<file path="src/rtl/io_pkg.sv">
// Shared IO address map and helpers for the CPU-side IO units.
package io_pkg;

  localparam logic [7:0] ADDR_LED   = 8'h00;
  localparam logic [7:0] ADDR_DISP  = 8'h08;
  localparam logic [7:0] ADDR_READY = 8'h0C;

  // Nibble idx (0..7) of a 32-bit word, least significant nibble first.
  function automatic logic [3:0] nibble_sel(input logic [31:0] word, input logic [2:0] idx);
    return word[{idx, 2'b00} +: 4];
  endfunction

endpackage

</file>
<file path="src/rtl/btn_debounce.sv">
// Two-flop synchroniser followed by a stability-counter debouncer with a
// single-cycle pulse on each debounced 0->1 transition.
module btn_debounce #(
  parameter int unsigned DB_CYCLES = 1000000
) (
  input  logic clk,
  input  logic rst_n,
  input  logic btn_in,
  output logic level,
  output logic rise_pulse
);

  localparam int unsigned CW = (DB_CYCLES > 1) ? $clog2(DB_CYCLES + 1) : 1;

  logic          sync1_q, sync2_q;
  logic          level_q, level_d;
  logic          rise_q, rise_d;
  logic [CW-1:0] cnt_q, cnt_d;

  // The counter holds the number of consecutive disagreeing cycles already seen;
  // the DB_CYCLES-th disagreement flips the level instead of counting further.
  always_comb begin
    cnt_d   = '0;
    level_d = level_q;
    rise_d  = 1'b0;
    if (sync2_q != level_q) begin
      if (cnt_q == CW'(DB_CYCLES - 1)) begin
        level_d = sync2_q;
        rise_d  = sync2_q;
      end else begin
        cnt_d = cnt_q + CW'(1);
      end
    end
  end

  always_ff @(posedge clk) begin
    if (!rst_n) begin
      sync1_q <= 1'b0;
      sync2_q <= 1'b0;
      cnt_q   <= '0;
      level_q <= 1'b0;
      rise_q  <= 1'b0;
    end else begin
      sync1_q <= btn_in;
      sync2_q <= sync1_q;
      cnt_q   <= cnt_d;
      level_q <= level_d;
      rise_q  <= rise_d;
    end
  end

  assign level      = level_q;
  assign rise_pulse = rise_q;

endmodule

</file>
<file path="src/rtl/io_out_unit.sv">
// CPU output IO unit: LED register, acknowledged display register with
// button handshake, and a multiplexed 8-digit hex display scanner.
module io_out_unit
  import io_pkg::*;
#(
  parameter int unsigned DB_CYCLES   = 1000000,
  parameter int unsigned SCAN_CYCLES = 100000
) (
  input  logic        clk,
  input  logic        rst_n,
  input  logic        button,
  input  logic        io_we,
  input  logic [7:0]  io_addr,
  input  logic [31:0] io_dout,
  output logic [31:0] io_din,
  output logic [2:0]  an,
  output logic [3:0]  seg,
  output logic [7:0]  led
);

  localparam int unsigned SW = (SCAN_CYCLES > 1) ? $clog2(SCAN_CYCLES) : 1;

  logic [7:0]    led_q, led_d;
  logic [31:0]   disp_q, disp_d;
  logic          ready_q, ready_d;
  logic [SW-1:0] scan_q, scan_d;
  logic [2:0]    an_q, an_d;
  logic          db_level, db_rise, ack;

  btn_debounce #(
    .DB_CYCLES(DB_CYCLES)
  ) u_btn_debounce (
    .clk       (clk),
    .rst_n     (rst_n),
    .btn_in    (button),
    .level     (db_level),
    .rise_pulse(db_rise)
  );

  assign ack = db_rise & db_level;

  // An accepted display write wins over a same-cycle ack; a dropped one lets the ack through.
  always_comb begin
    led_d   = led_q;
    disp_d  = disp_q;
    ready_d = ready_q;
    if (io_we && io_addr == ADDR_LED) begin
      led_d = io_dout[7:0];
    end
    if (io_we && io_addr == ADDR_DISP && ready_q) begin
      disp_d  = io_dout;
      ready_d = 1'b0;
    end else if (ack) begin
      ready_d = 1'b1;
    end
  end

  always_comb begin
    scan_d = scan_q + SW'(1);
    an_d   = an_q;
    if (scan_q == SW'(SCAN_CYCLES - 1)) begin
      scan_d = '0;
      an_d   = an_q + 3'd1;
    end
  end

  always_ff @(posedge clk) begin
    if (!rst_n) begin
      led_q   <= '0;
      disp_q  <= '0;
      ready_q <= 1'b1;
      scan_q  <= '0;
      an_q    <= '0;
    end else begin
      led_q   <= led_d;
      disp_q  <= disp_d;
      ready_q <= ready_d;
      scan_q  <= scan_d;
      an_q    <= an_d;
    end
  end

  always_comb begin
    case (io_addr)
      ADDR_LED:   io_din = {24'b0, led_q};
      ADDR_DISP:  io_din = disp_q;
      ADDR_READY: io_din = {31'b0, ready_q};
      default:    io_din = '0;
    endcase
  end

  assign an  = an_q;
  assign seg = nibble_sel(disp_q, an_q);
  assign led = led_q;

endmodule

</file>
<file path="config.mk">
export PLATFORM = sky130hd
export DESIGN_NAME = io_out_unit
export DESIGN_NICKNAME = d
export VERILOG_FILES = /design/src/rtl/io_pkg.sv /design/src/rtl/btn_debounce.sv /design/src/rtl/io_out_unit.sv
export SDC_FILE = /design/constraint.sdc
export NUM_CORES = 1
export LEC_CHECK = 0
export ABC_CLOCK_PERIOD_IN_PS = 2300
export CAP_MARGIN = 0
export CORE_AREA = 2 2 92 94
export DETAILED_ROUTE_END_ITERATION = 8
export DIE_AREA = 0 0 94 96
export PLACE_DENSITY_LB_ADDON = 0.12
export SKIP_CTS_REPAIR_TIMING = 1
export SYNTH_ARGS = -nofsm -noshare
export SYNTH_HDL_FRONTEND = slang
export SYNTH_SLANG_ARGS = --single-unit
</file>
<file path="constraint.sdc">
create_clock -name clk -period 2.3 [get_ports clk]
set_clock_uncertainty 0.15 [all_clocks]
set_input_delay 0.23 -clock clk [delete_from_list [all_inputs] [get_ports clk]]
set_output_delay 0.23 -clock clk [all_outputs]
set_load 0.01 [all_outputs]
</file>
# == After elaboration in Yosys (flattened, before gate mapping) ==
# Cells that the tools add are included.
# Widths: inputs -> output; s select.
# op_classes
n_addsub,3
eq_ne,5
n_shift,1
mux,3
n_bitwise,3
reduce_logical,9
# ops
op,count
$pmux 32 s3,1
$shiftx 32x6->4,1
$add 20x1->20 const B,1
$eq 20x20->1 const B,1
$add 17x1->17 const B,1
$eq 17x17->1 const B,1
$eq 8x4->1 const B,2
$logic_not 8->1,1
$add 3x1->3 const B,1
$logic_and 1x1->1,3
$reduce_and 3->1,1
$reduce_or 3->1,1
$mux 1,2
$not 1->1,2
$reduce_and 2->1,1
$reduce_bool 2->1,1
$reduce_or 2->1,1
$and 1x1->1,1
$ne 1x1->1,1
# totals
ff_bits,85
inputBits,44
out_inout_bits,47

# == Logic depth before layout (Yosys ltp) ==
# Gate-level depths: netlist (run 1).
# logic_depth
ltp_word,4
ltp_mapped,7
depth_no_buf,5

# == Cells and area by module ==
# Synthesis (run 1) repeated with hierarchy kept, for this count alone.
# hier_totals
hier_cells,445
hier_area_um2,4012.6
# modules_own_cells
module,instances,cells_each,area_each_um2,seq_area_each_um2
io_out_unit,1,331,2957.8,1221.2
btn_debounce,1,114,1054.8,480.5

# == Worst setup path after synthesis (run 1) ==
# Ideal clock, no wire load.
# synth_timing
kind,reg2out
startpoint,register an_q[0] (netlist: an[0])
endpoint,output seg[0]
arrival_time_ns,1.467
setup_slack_ns,0.453
path_stages_with_launch,4
n_path_buf,1
cell_sequence,dfxtp_1 -> buf_2 -> mux4_2 -> mux2_2
# synth_via
elab_chain_cells,1
# synth_rtl
element,line_no,rtl
"start, declared",io_out_unit.sv:27,"logic [2:0] an_q, an_d;"
"start signal, assigned",io_out_unit.sv:79,an_q <= an_d;
$shiftx 32x6->4,io_pkg.sv:10,"return word[{idx, 2'b00} +: 4];"
"end, declared",io_out_unit.sv:17,"output logic [3:0] seg,"
# No other way between the ends.

# == Worst setup path after layout (run 1) ==
# layout_timing
startpoint,input io_addr[7]
endpoint,output io_din[7]
# layout_via
elab_chain_cells,2
elab_cells_between_ends,4
classes_between,2 x eq/ne; 1 x mux; 1 x reduce/logical
# layout_rtl
element,line_no,rtl
"start, declared",io_out_unit.sv:13,"input logic [7:0] io_addr,"
$eq 8x4->1 / $logic_not 8->1 (equally long branches),io_out_unit.sv:84,case (io_addr)
$pmux 32 s3 *,io_out_unit.sv:84,
"end, declared",io_out_unit.sv:15,"output logic [31:0] io_din,"
# Mark *: on every way between the ends. The rest lies on a longest branch, timed or not.

==> results of run 1 <==
[cells by family after synthesis]
kind of cell               Yosys count
muxes                               16
xor gates and xnor gates            31
and+or+nand+nor                    248
buffers and inverters               34
AOI/OAI and AO/OA                   34
adders and majority gates            3
DFF                                 85
[flip-flops by register name, summed over array words and instances (netlist names)]
register,cells
an,3
disp_q,32
led,8
ready_q,1
scan_q,17
u_btn_debounce.cnt_q,20
u_btn_debounce.level,1
u_btn_debounce.rise_pulse,1
u_btn_debounce.sync1_q,1
u_btn_debounce.sync2_q,1
[worst min-delay path by stage]
| stage | to | depth (start not counted) |
|---|---|---|
| after floorplan | u_btn_debounce.sync1_q$_SDFF_PN0_ | 1 |
| after global placement | u_btn_debounce.sync2_q$_SDFF_PN0_ | 1 |
| after detailed placement | u_btn_debounce.sync2_q$_SDFF_PN0_ | 1 |
| after CTS | u_btn_debounce.cnt_q[19]$_SDFF_PP0_ | 4 |
| after global routing | u_btn_debounce.cnt_q[17]$_SDFF_PP0_ | 4 |
| final | u_btn_debounce.cnt_q[19]$_SDFF_PP0_ | 4 |
[per-stage QoR]
step           TNS (ps)  setup slack (ps)  cell area (µm²)
2_1_floorplan         0               453             3930
3_3_place_gp      -5300              -204             5000
3_5_place_dp      -6800              -256             5000
4_1_cts           -8000              -273             5180
5_1_grt           -65.8             -65.8             5300
6_report              0              19.8             5300
[final cells by class]
| type | instances | area (µm²) | area share |
|---|---|---|---|
| timing repair buffer | 112 | 1170 | 0.221 |
| inverter | 9 | 33.8 | 0.00638 |
| sequential | 85 | 1700 | 0.321 |
| clock buffer | 10 | 128 | 0.0241 |
| multi-input combinational | 332 | 2090 | 0.394 |
| tap | 105 | 131 | 0.0248 |
| clock inverter | 6 | 46.3 | 0.00874 |
[layer usage]
| layer | vias up | wire length [µm] | track usage |
|---|---|---|---|
| met4 | 0 | 134 | 0.0725 |
| met3 | 12 | 450 | 0.0462 |
| met2 | 70 | 4700 | 0.333 |
| met1 | 1642 | 4300 | 0.285 |
| li1 | 1774 | - | - |
| met5 | - | 0 | 0 |
[Yosys cell counts (3+ instances only)]
cell type and count:
sky130_fd_sc_hd__nand2_1 46, sky130_fd_sc_hd__inv_1 9, sky130_fd_sc_hd__nor3_1 10, sky130_fd_sc_hd__buf_2 4, sky130_fd_sc_hd__nor4_1 12, sky130_fd_sc_hd__dfxtp_1 85, sky130_fd_sc_hd__o21ai_0 17, sky130_fd_sc_hd__mux4_2 8
sky130_fd_sc_hd__nand4_1 11, sky130_fd_sc_hd__mux2i_1 3, sky130_fd_sc_hd__buf_1 4, sky130_fd_sc_hd__ha_1 3, sky130_fd_sc_hd__and2_1 29, sky130_fd_sc_hd__xor2_1 5, sky130_fd_sc_hd__mux2_2 5, sky130_fd_sc_hd__and3_1 5
sky130_fd_sc_hd__clkbuf_1 14, sky130_fd_sc_hd__nor2_1 46, sky130_fd_sc_hd__nand3_1 73, sky130_fd_sc_hd__xnor2_1 26, sky130_fd_sc_hd__a22o_1 7
[where the power goes]
| part | switching [mW] | internal, mW |
|---|---|---|
| combinational | 0.0581 | 0.0858 |
| clock | 0.553 | 0.401 |
| sequential | 0.00572 | 1.48 |
| total | 0.616 | 1.96 |
[critical path: stages]
cell                              delay, ps
sky130_fd_sc_hd__clkdlybuf4s50_1        440
sky130_fd_sc_hd__nor4_4                 340
sky130_fd_sc_hd__nand2_1                130
sky130_fd_sc_hd__nor3_2                 120
sky130_fd_sc_hd__buf_4                  140
sky130_fd_sc_hd__buf_4                  130
sky130_fd_sc_hd__buf_4                  110
sky130_fd_sc_hd__a22o_1                 140
sky130_fd_sc_hd__clkbuf_2               130
==> load_flow_metrics.sql, run 1 <==
INSERT INTO impl_metrics (metric_group, metric, value, unit) VALUES
('layout', 'final_cell_mix', 'sky130_fd_sc_hd__dfxtp_1 (84), sky130_fd_sc_hd__nand3_1 (73), sky130_fd_sc_hd__clkdlybuf4s50_1 (53)', ''),
('logic_synthesis', 'synth.ff_latch_count', '85', ''),
('detailed_routing', 'drt.antenna.violating_nets', '0', ''),
('sta', 'final_min_period_over_clock_period', '0.991', ''),
('global_route', 'globalRoute.totalOverflow', '0', ''),
('logic_synthesis', 'ys.flop_type', 'sky130_fd_sc_hd__dfxtp_1', ''),
('detailed_routing', 'first_iter_violations', '127', ''),
('logic_synthesis', 'post_synth_xor_area_fraction', '0.0691', ''),
('sta', 'max_slew_margin', '0.623', ''),
('logic_synthesis', 'post_synth_inst_count', '451', ''),
('logic_synthesis', 'synth-async-reset-ratio', '0', ''),
('detailed_routing', 'postRouteWirelength', '9.58', 'mm'),
('flow_run', 'max-cap-violations', '0', ''),
('detailed_routing', 'drc_errors', '0', ''),
('floorplanning', 'placement_rows', '33', ''),
('floorplanning', 'floorplan.die.height', '96', 'µm'),
('logic_synthesis', 'synth_edf_count', '0', ''),
('worst_setup_path', 'worst_path_arrival', '1900', 'ps'),
('global_route', 'grt_total_usage', '0.210', ''),
('detailed_routing', 'drt_pass1_iterations', '4', ''),
('layout', 'count_of_nets_after_finishing', '596', ''),
('sta', 'period_needed', '2280', 'ps'),
('logic_synthesis', 'synth_simple_gate_area_frac', '0.323', ''),
('clock_tree', 'cts_htree_levels', '3', ''),
('pwr', 'total_power', '2.58', 'mW'),
('placement', 'port-buffer-count', '90', ''),
('worst_hold_path', 'timing.hold.worst.class', 'input pin to flop', ''),
('placement', 'place.gp.congestion', '0.883', ''),
('placement', 'place.detailed.hpwl', '6.80', 'mm'),
('clock_tree', 'numCtsBuffers', '9', ''),
('worst_setup_path', 'crit-reg2reg-capture', 'u_btn_debounce.cnt_q[1]$_SDFF_PP0_', ''),
('layout', 'final_common_cell', 'sky130_fd_sc_hd__dfxtp_1', ''),
('clock_tree', 'cts_tree', 'yes', ''),
('layout', 'number_of_fill_cells', '694', ''),
('detailed_routing', 'wl_per_cell', '14.5', 'µm'),
('sta', 'worst-slew-pin-transition', '560', 'ps'),
('sta', 'timing.final.hold_violations', '0', ''),
('sta', 'final-max-slew-violation-count', '0', ''),
('logic_synthesis', 'netlist_area', '0.00393', 'mm²'),
('floorplanning', 'chipWidth', '94', 'µm'),
('sta', 'max_clock_freq', '439', 'MHz'),
('floorplanning', 'coreArea', '0.00805', 'mm²'),
('worst_setup_path', 'critical_path.max_fanout', '5', ''),
('worst_setup_path', 'destination_of_the_critical_timing_path', 'io_din[7]', ''),
('logic_synthesis', 'post_synth_fa_ha_maj_area_fraction', '0.00955', ''),
('worst_setup_path', 'timing.critical_path.required', '1920', 'ps'),
('worst_setup_path', 'timing.setup.critical_path_class', 'input pin to primary output', ''),
('logic_synthesis', 'synth_largest_area_cell', 'sky130_fd_sc_hd__dfxtp_1', ''),
('floorplanning', 'ioPinCount', '91', ''),
('layout', 'instances_no_fill', '659', ''),
('sta', 'whs', '186', 'ps'),
('clock_tree', 'worst_setup_hold_path_clk_slew', '80', 'ps'),
('global_route', 'number_of_global_route_vias_before_repair', '3173', ''),
('floorplanning', 'effective_utilization_at_floorplan', '0.488', ''),
('logic_synthesis', 'ys_seq_area_frac', '0.433', ''),
('worst_setup_path', 'timing.reg2reg.worst_path_depth', '5', ''),
('logic_synthesis', 'avgSynthCellArea', '8.71', 'µm²'),
('worst_setup_path', 'worstSetupStartpoint', 'io_addr[7]', ''),
('placement', 'post-place-cells', '641', ''),
('logic_synthesis', 'post_synth_num_cell_types', '44', ''),
('pwr', 'leakage_power_figure', '2.51', 'nW'),
('worst_hold_path', 'timing.hold.worst.start', 'rst_n', ''),
('layout', 'final_core_utilization', '0.658', ''),
('clock_tree', 'maximum_number_of_buffers_from_clock_root_to_sink', '2', ''),
('logic_synthesis', 'yosys.area.top_type_share', '0.433', ''),
('global_route', 'pin_count_of_the_biggest_net_entering_global_routing', '49', ''),
('clock_tree', 'count_of_clock_tree_sinks', '85', ''),
('outcome', 'run_status', 'completed', ''),
('sta', 'final-setup-viol-count', '0', ''),
('worst_setup_path', 'reg2reg_setup_slack', '350', 'ps'),
('logic_synthesis', 'synth_top_family_by_area', 'simple AND/OR/NAND/NOR gates', '');
No activity file was read; power rests on OpenSTA's default activity.
==> inputs of run 2 (changes only) <==
Settings changed: ABC_AREA set to 1, CORE_AREA 2 2 92 94 to 2 2 95 97, DIE_AREA 0 0 94 96 to 0 0 97 99.
==> run 2 against run 1 <==
  * Routed wire length rose by 13%
  * First-iteration DRC count is 65% higher
  * Critical path depth shrank 2
  * Synthesized cell count rose by 47%
==> load_flow_metrics.sql, run 2 <==
INSERT INTO impl_metrics (metric_group, metric, value, unit) VALUES
('outcome', 'run_status', 'completed', ''),
('worst_setup_path', 'worst_path_arrival', '1780', 'ps'),
('global_route', 'grt_total_usage', '0.227', ''),
('placement', 'place.detailed.hpwl', '7.86', 'mm'),
('clock_tree', 'count_of_clock_tree_sinks', '85', ''),
('clock_tree', 'maximum_number_of_buffers_from_clock_root_to_sink', '2', ''),
('worst_setup_path', 'beginning_of_the_worst_register_to_register_path', 'scan_q[0]$_SDFF_PP0_', ''),
('layout', 'count_of_nets_after_finishing', '812', ''),
('logic_synthesis', 'yosys_warnings', '0', ''),
('pwr', 'power.density', '449', 'mW/mm²'),
('detailed_routing', 'postRouteWirelength', '10.8', 'mm'),
('global_route', 'number_of_global_route_vias_before_repair', '3973', ''),
('sta', 'whs', '285', 'ps'),
('pwr', 'power.share.clock', '0.363', ''),
('logic_synthesis', 'synth-async-reset-ratio', '0', ''),
('worst_setup_path', 'reg2reg_setup_slack', '460', 'ps'),
('worst_setup_path', 'destination_of_the_critical_timing_path', 'io_din[26]', ''),
('flow_run', 'max-cap-violations', '0', ''),
('pwr', 'cellInternalPower', '1.96', 'mW'),
('global_route', 'antenna_found_initial', '0', ''),
('layout', 'number_of_flip_flops_in_the_largest_register', '32', ''),
('layout', 'number_of_fill_cells', '782', ''),
('pwr', 'vdd_ir_drop_max', '259', 'µV'),
('floorplanning', 'effective_utilization_at_floorplan', '0.498', ''),
('floorplanning', 'chipWidth', '97', 'µm'),
('clock_tree', 'cts_root_buffer', 'sky130_fd_sc_hd__clkbuf_8', ''),
('layout', 'final_common_cell', 'sky130_fd_sc_hd__nand2_1', ''),
('layout', 'syn2layout_area_growth', '32.7', '%'),
('worst_setup_path', 'crit_top_cell', 'sky130_fd_sc_hd__clkdlybuf4s50_1', ''),
('detailed_routing', 'viasPerCell', '4.95', ''),
('layout', 'final_core_utilization', '0.661', ''),
('global_route', 'globalRoute.totalOverflow', '0', ''),
('detailed_routing', 'drc_errors', '0', ''),
('pwr', 'leakage_power_figure', '2.87', 'nW'),
('floorplanning', 'ioPinCount', '91', ''),
('logic_synthesis', 'post_synth_num_cell_types', '30', ''),
('layout', 'instances_no_fill', '875', ''),
('sta', 'timing.final.hold_violations', '0', ''),
('layout', 'final_cell_mix', 'sky130_fd_sc_hd__nand2_1 (168), sky130_fd_sc_hd__nor2_1 (148), sky130_fd_sc_hd__dfxtp_1 (83)', ''),
('detailed_routing', 'drt_pass1_iterations', '5', ''),
('placement', 'post-place-cells', '853', ''),
('detailed_routing', 'vias', '4331', ''),
('clock_tree', 'worst_setup_hold_path_clk_slew', '80', 'ps'),
('sta', 'final_min_period_over_clock_period', '0.938', ''),
('sta', 'tns', '0', 'ps'),
('clock_tree', 'numCtsBuffers', '9', ''),
('worst_setup_path', 'critical_path.max_fanout', '10', ''),
('sta', 'final-setup-viol-count', '0', ''),
('worst_setup_path', 'worstSetupStartpoint', 'io_addr[1]', ''),
('worst_setup_path', 'worst_path_max_delay_cell', 'sky130_fd_sc_hd__clkdlybuf4s50_1', ''),
('clock_tree', 'cts_htree_levels', '3', ''),
('layout', 'largest-register', 'disp_q', ''),
('sta', 'final-max-slew-violation-count', '0', ''),
('clock_tree', 'clk_latency', '360', 'ps'),
('worst_setup_path', 'critPathLaunchType', 'input pin', ''),
('logic_synthesis', 'postSynthNetCount', '711', ''),
('worst_setup_path', 'timing.setup.critical_path_class', 'input pin to primary output', ''),
('logic_synthesis', 'post_synth_inst_count', '664', ''),
('pwr', 'total_switching_power', '0.579', 'mW'),
('logic_synthesis', 'netlist_area', '0.00426', 'mm²'),
('layout', 'final_layout_size_suffix_gt1_frac', '0.0756', ''),
('detailed_routing', 'wl_per_cell', '12.4', 'µm'),
('logic_synthesis', 'synth_top_cells_by_count', 'sky130_fd_sc_hd__nand2_1 (169), sky130_fd_sc_hd__nor2_1 (148), sky130_fd_sc_hd__dfxtp_1 (85)', ''),
('worst_setup_path', 'cp_slowest_stage_delay', '540', 'ps'),
('worst_setup_path', 'timing.reg2reg.worst_path_depth', '10', ''),
('sta', 'period_needed', '2160', 'ps'),
('logic_synthesis', 'synth_edf_count', '0', ''),
('placement', 'place.gp.congestion', '0.827', ''),
('worst_hold_path', 'timing.hold.worst.class', 'flop to flop', ''),
('logic_synthesis', 'synth.ff_latch_count', '85', ''),
('pwr', 'combPwrFrac', '0.054', ''),
('worst_hold_path', 'hold_path_depth', '2', ''),
('logic_synthesis', 'synth.most_common_cell', 'sky130_fd_sc_hd__nand2_1', ''),
('logic_synthesis', 'synth_largest_area_cell', 'sky130_fd_sc_hd__dfxtp_1', ''),
('detailed_routing', 'drt.antenna.violating_nets', '0', ''),
('layout', 'largestRegisters', 'disp_q (32), u_btn_debounce.cnt_q (20), scan_q (17)', ''),
('pwr', 'seq_power_share', '0.583', ''),
('worst_setup_path', 'critical_path.cell_chain', 'clkdlybuf4s50_1 > nor2_2 > nand2_1 > nor2_4 > nand2_4 > nor2_1 > clkdlybuf4s50_1', ''),
('layout', 'layout.area.seq', '0.00171', 'mm²'),
('logic_synthesis', 'yosys.area.top_type_share', '0.399', ''),
('worst_setup_path', 'critPathCaptureType', 'primary output', ''),
('worst_setup_path', 'timing.critical_path.required', '1920', 'ps'),
('sta', 'rsz0062_at_grt', 'false', ''),
('pwr', 'netSwitchingFraction', '0.228', ''),
('sta', 'max_clock_freq', '464', 'MHz'),
('layout', 'multi_input_area', '0.00214', 'mm²'),
('floorplanning', 'placement_rows', '34', ''),
('logic_synthesis', 'ys.flop_type', 'sky130_fd_sc_hd__dfxtp_1', ''),
('logic_synthesis', 'ys_seq_area_frac', '0.399', ''),
('global_route', 'pin_count_of_the_biggest_net_entering_global_routing', '66', ''),
('placement', 'port-buffer-count', '90', ''),
('floorplanning', 'floorplan.die_area', '0.00960', 'mm²'),
('pwr', 'total_power', '2.54', 'mW'),
('sta', 'worst-slew-pin-transition', '403', 'ps'),
('global_route', 'grt_pass1_wl', '18.0', 'mm'),
('layout', 'antenna_cells_inserted', '0', ''),
('logic_synthesis', 'largest_cells_by_area_after_synthesis', 'sky130_fd_sc_hd__dfxtp_1 (40%), sky130_fd_sc_hd__nand2_1 (15%), sky130_fd_sc_hd__nor2_1 (13%), sky130_fd_sc_hd__inv_1 (7.0%), sky130_fd_sc_hd__a21oi_1 (4.7%)', ''),
('floorplanning', 'coreArea', '0.00855', 'mm²'),
('logic_synthesis', 'avgSynthCellArea', '6.42', 'µm²'),
('sta', 'max_slew_margin', '0.731', ''),
('floorplanning', 'floorplan.die.height', '99', 'µm'),
('clock_tree', 'cts_tree', 'yes', ''),
('worst_setup_path', 'crit-reg2reg-capture', 'scan_q[16]$_SDFF_PP0_', ''),
('detailed_routing', 'first_iter_violations', '210', '');
[run 2: cell count changes after synthesis, moves of 12 or more]
cell and delta:
sky130_fd_sc_hd__a21oi_1 +38, sky130_fd_sc_hd__and2_1 -28, sky130_fd_sc_hd__inv_1 +70, sky130_fd_sc_hd__nand2_1 +123, sky130_fd_sc_hd__nand3_1 -42, sky130_fd_sc_hd__nor2_1 +102, sky130_fd_sc_hd__nor4_1 -12, sky130_fd_sc_hd__xnor2_1 -23
[run 2: how the worst min path moves through the flow]
stage                                       from                           endpoint
2_1_floorplan                             button  u_btn_debounce.sync1_q$_SDFF_PN0_
3_3_place_gp   u_btn_debounce.sync1_q$_SDFF_PN0_  u_btn_debounce.sync2_q$_SDFF_PN0_
3_5_place_dp   u_btn_debounce.sync1_q$_SDFF_PN0_  u_btn_debounce.sync2_q$_SDFF_PN0_
4_1_cts                              io_dout[24]            disp_q[24]$_SDFFE_PN0P_
5_1_grt        u_btn_debounce.sync1_q$_SDFF_PN0_  u_btn_debounce.sync2_q$_SDFF_PN0_
6_report       u_btn_debounce.sync1_q$_SDFF_PN0_  u_btn_debounce.sync2_q$_SDFF_PN0_
[run 2: stage by stage]
stage	worst slack [ps]	instance area [µm²]
after global placement	-185	5300
final	143	5650
after detailed placement	-284	5300
after CTS	-290	5450
after floorplan	656	4260
after global routing	66.0	5650
[run 2: routing by layer]
| layer | global-route usage | share of wire |
|---|---|---|
| met2 | 0.366 | 0.45 |
| met4 | 0.0878 | 0.019 |
| met3 | 0.0433 | 0.053 |
| met1 | 0.303 | 0.48 |
| met5 | 0 | 0 |
[run 2: cells by family after synthesis]
group,count (synthesis),share of synthesized area
fa+ha+maj,3,0.00881
buf+inv,104,0.103
xor+xnor,14,0.0288
compound gates,75,0.0922
simple gates,383,0.368
flops,85,0.399
[run 2: power by group through the flow]
stage	sequential (mW)	combinational (mW)	clock (mW)
6_report	1.48	0.136	0.922
5_1_grt	1.48	0.148	0.990
4_1_cts	1.48	0.136	0.933
3_5_place_dp	1.52	0.135	0
3_3_place_gp	1.52	0.134	0
2_1_floorplan	1.52	0.0419	0
[run 2: cell type report]
type,count,area share
multi-input cells,475,0.379
flip-flops and latches,85,0.302
repair buffers,114,0.214
inverters,80,0.0544
clock buffers,11,0.0250
well taps,108,0.0239
clock inverters,2,0.00221
[run 2: critical path: cells and delay by family]
| kind | cells | cell delay [ps] |
|---|---|---|
| and+or+nand+nor | 5 | 590 |
| buffers and inverters | 2 | 950 |
==> inputs of run 3 (changes only) <==
Settings changed: TNS_END_PERCENT set to 100.
==> results of run 3 <==
No change in the layout: final DEF, timing and power equal those of run 2.
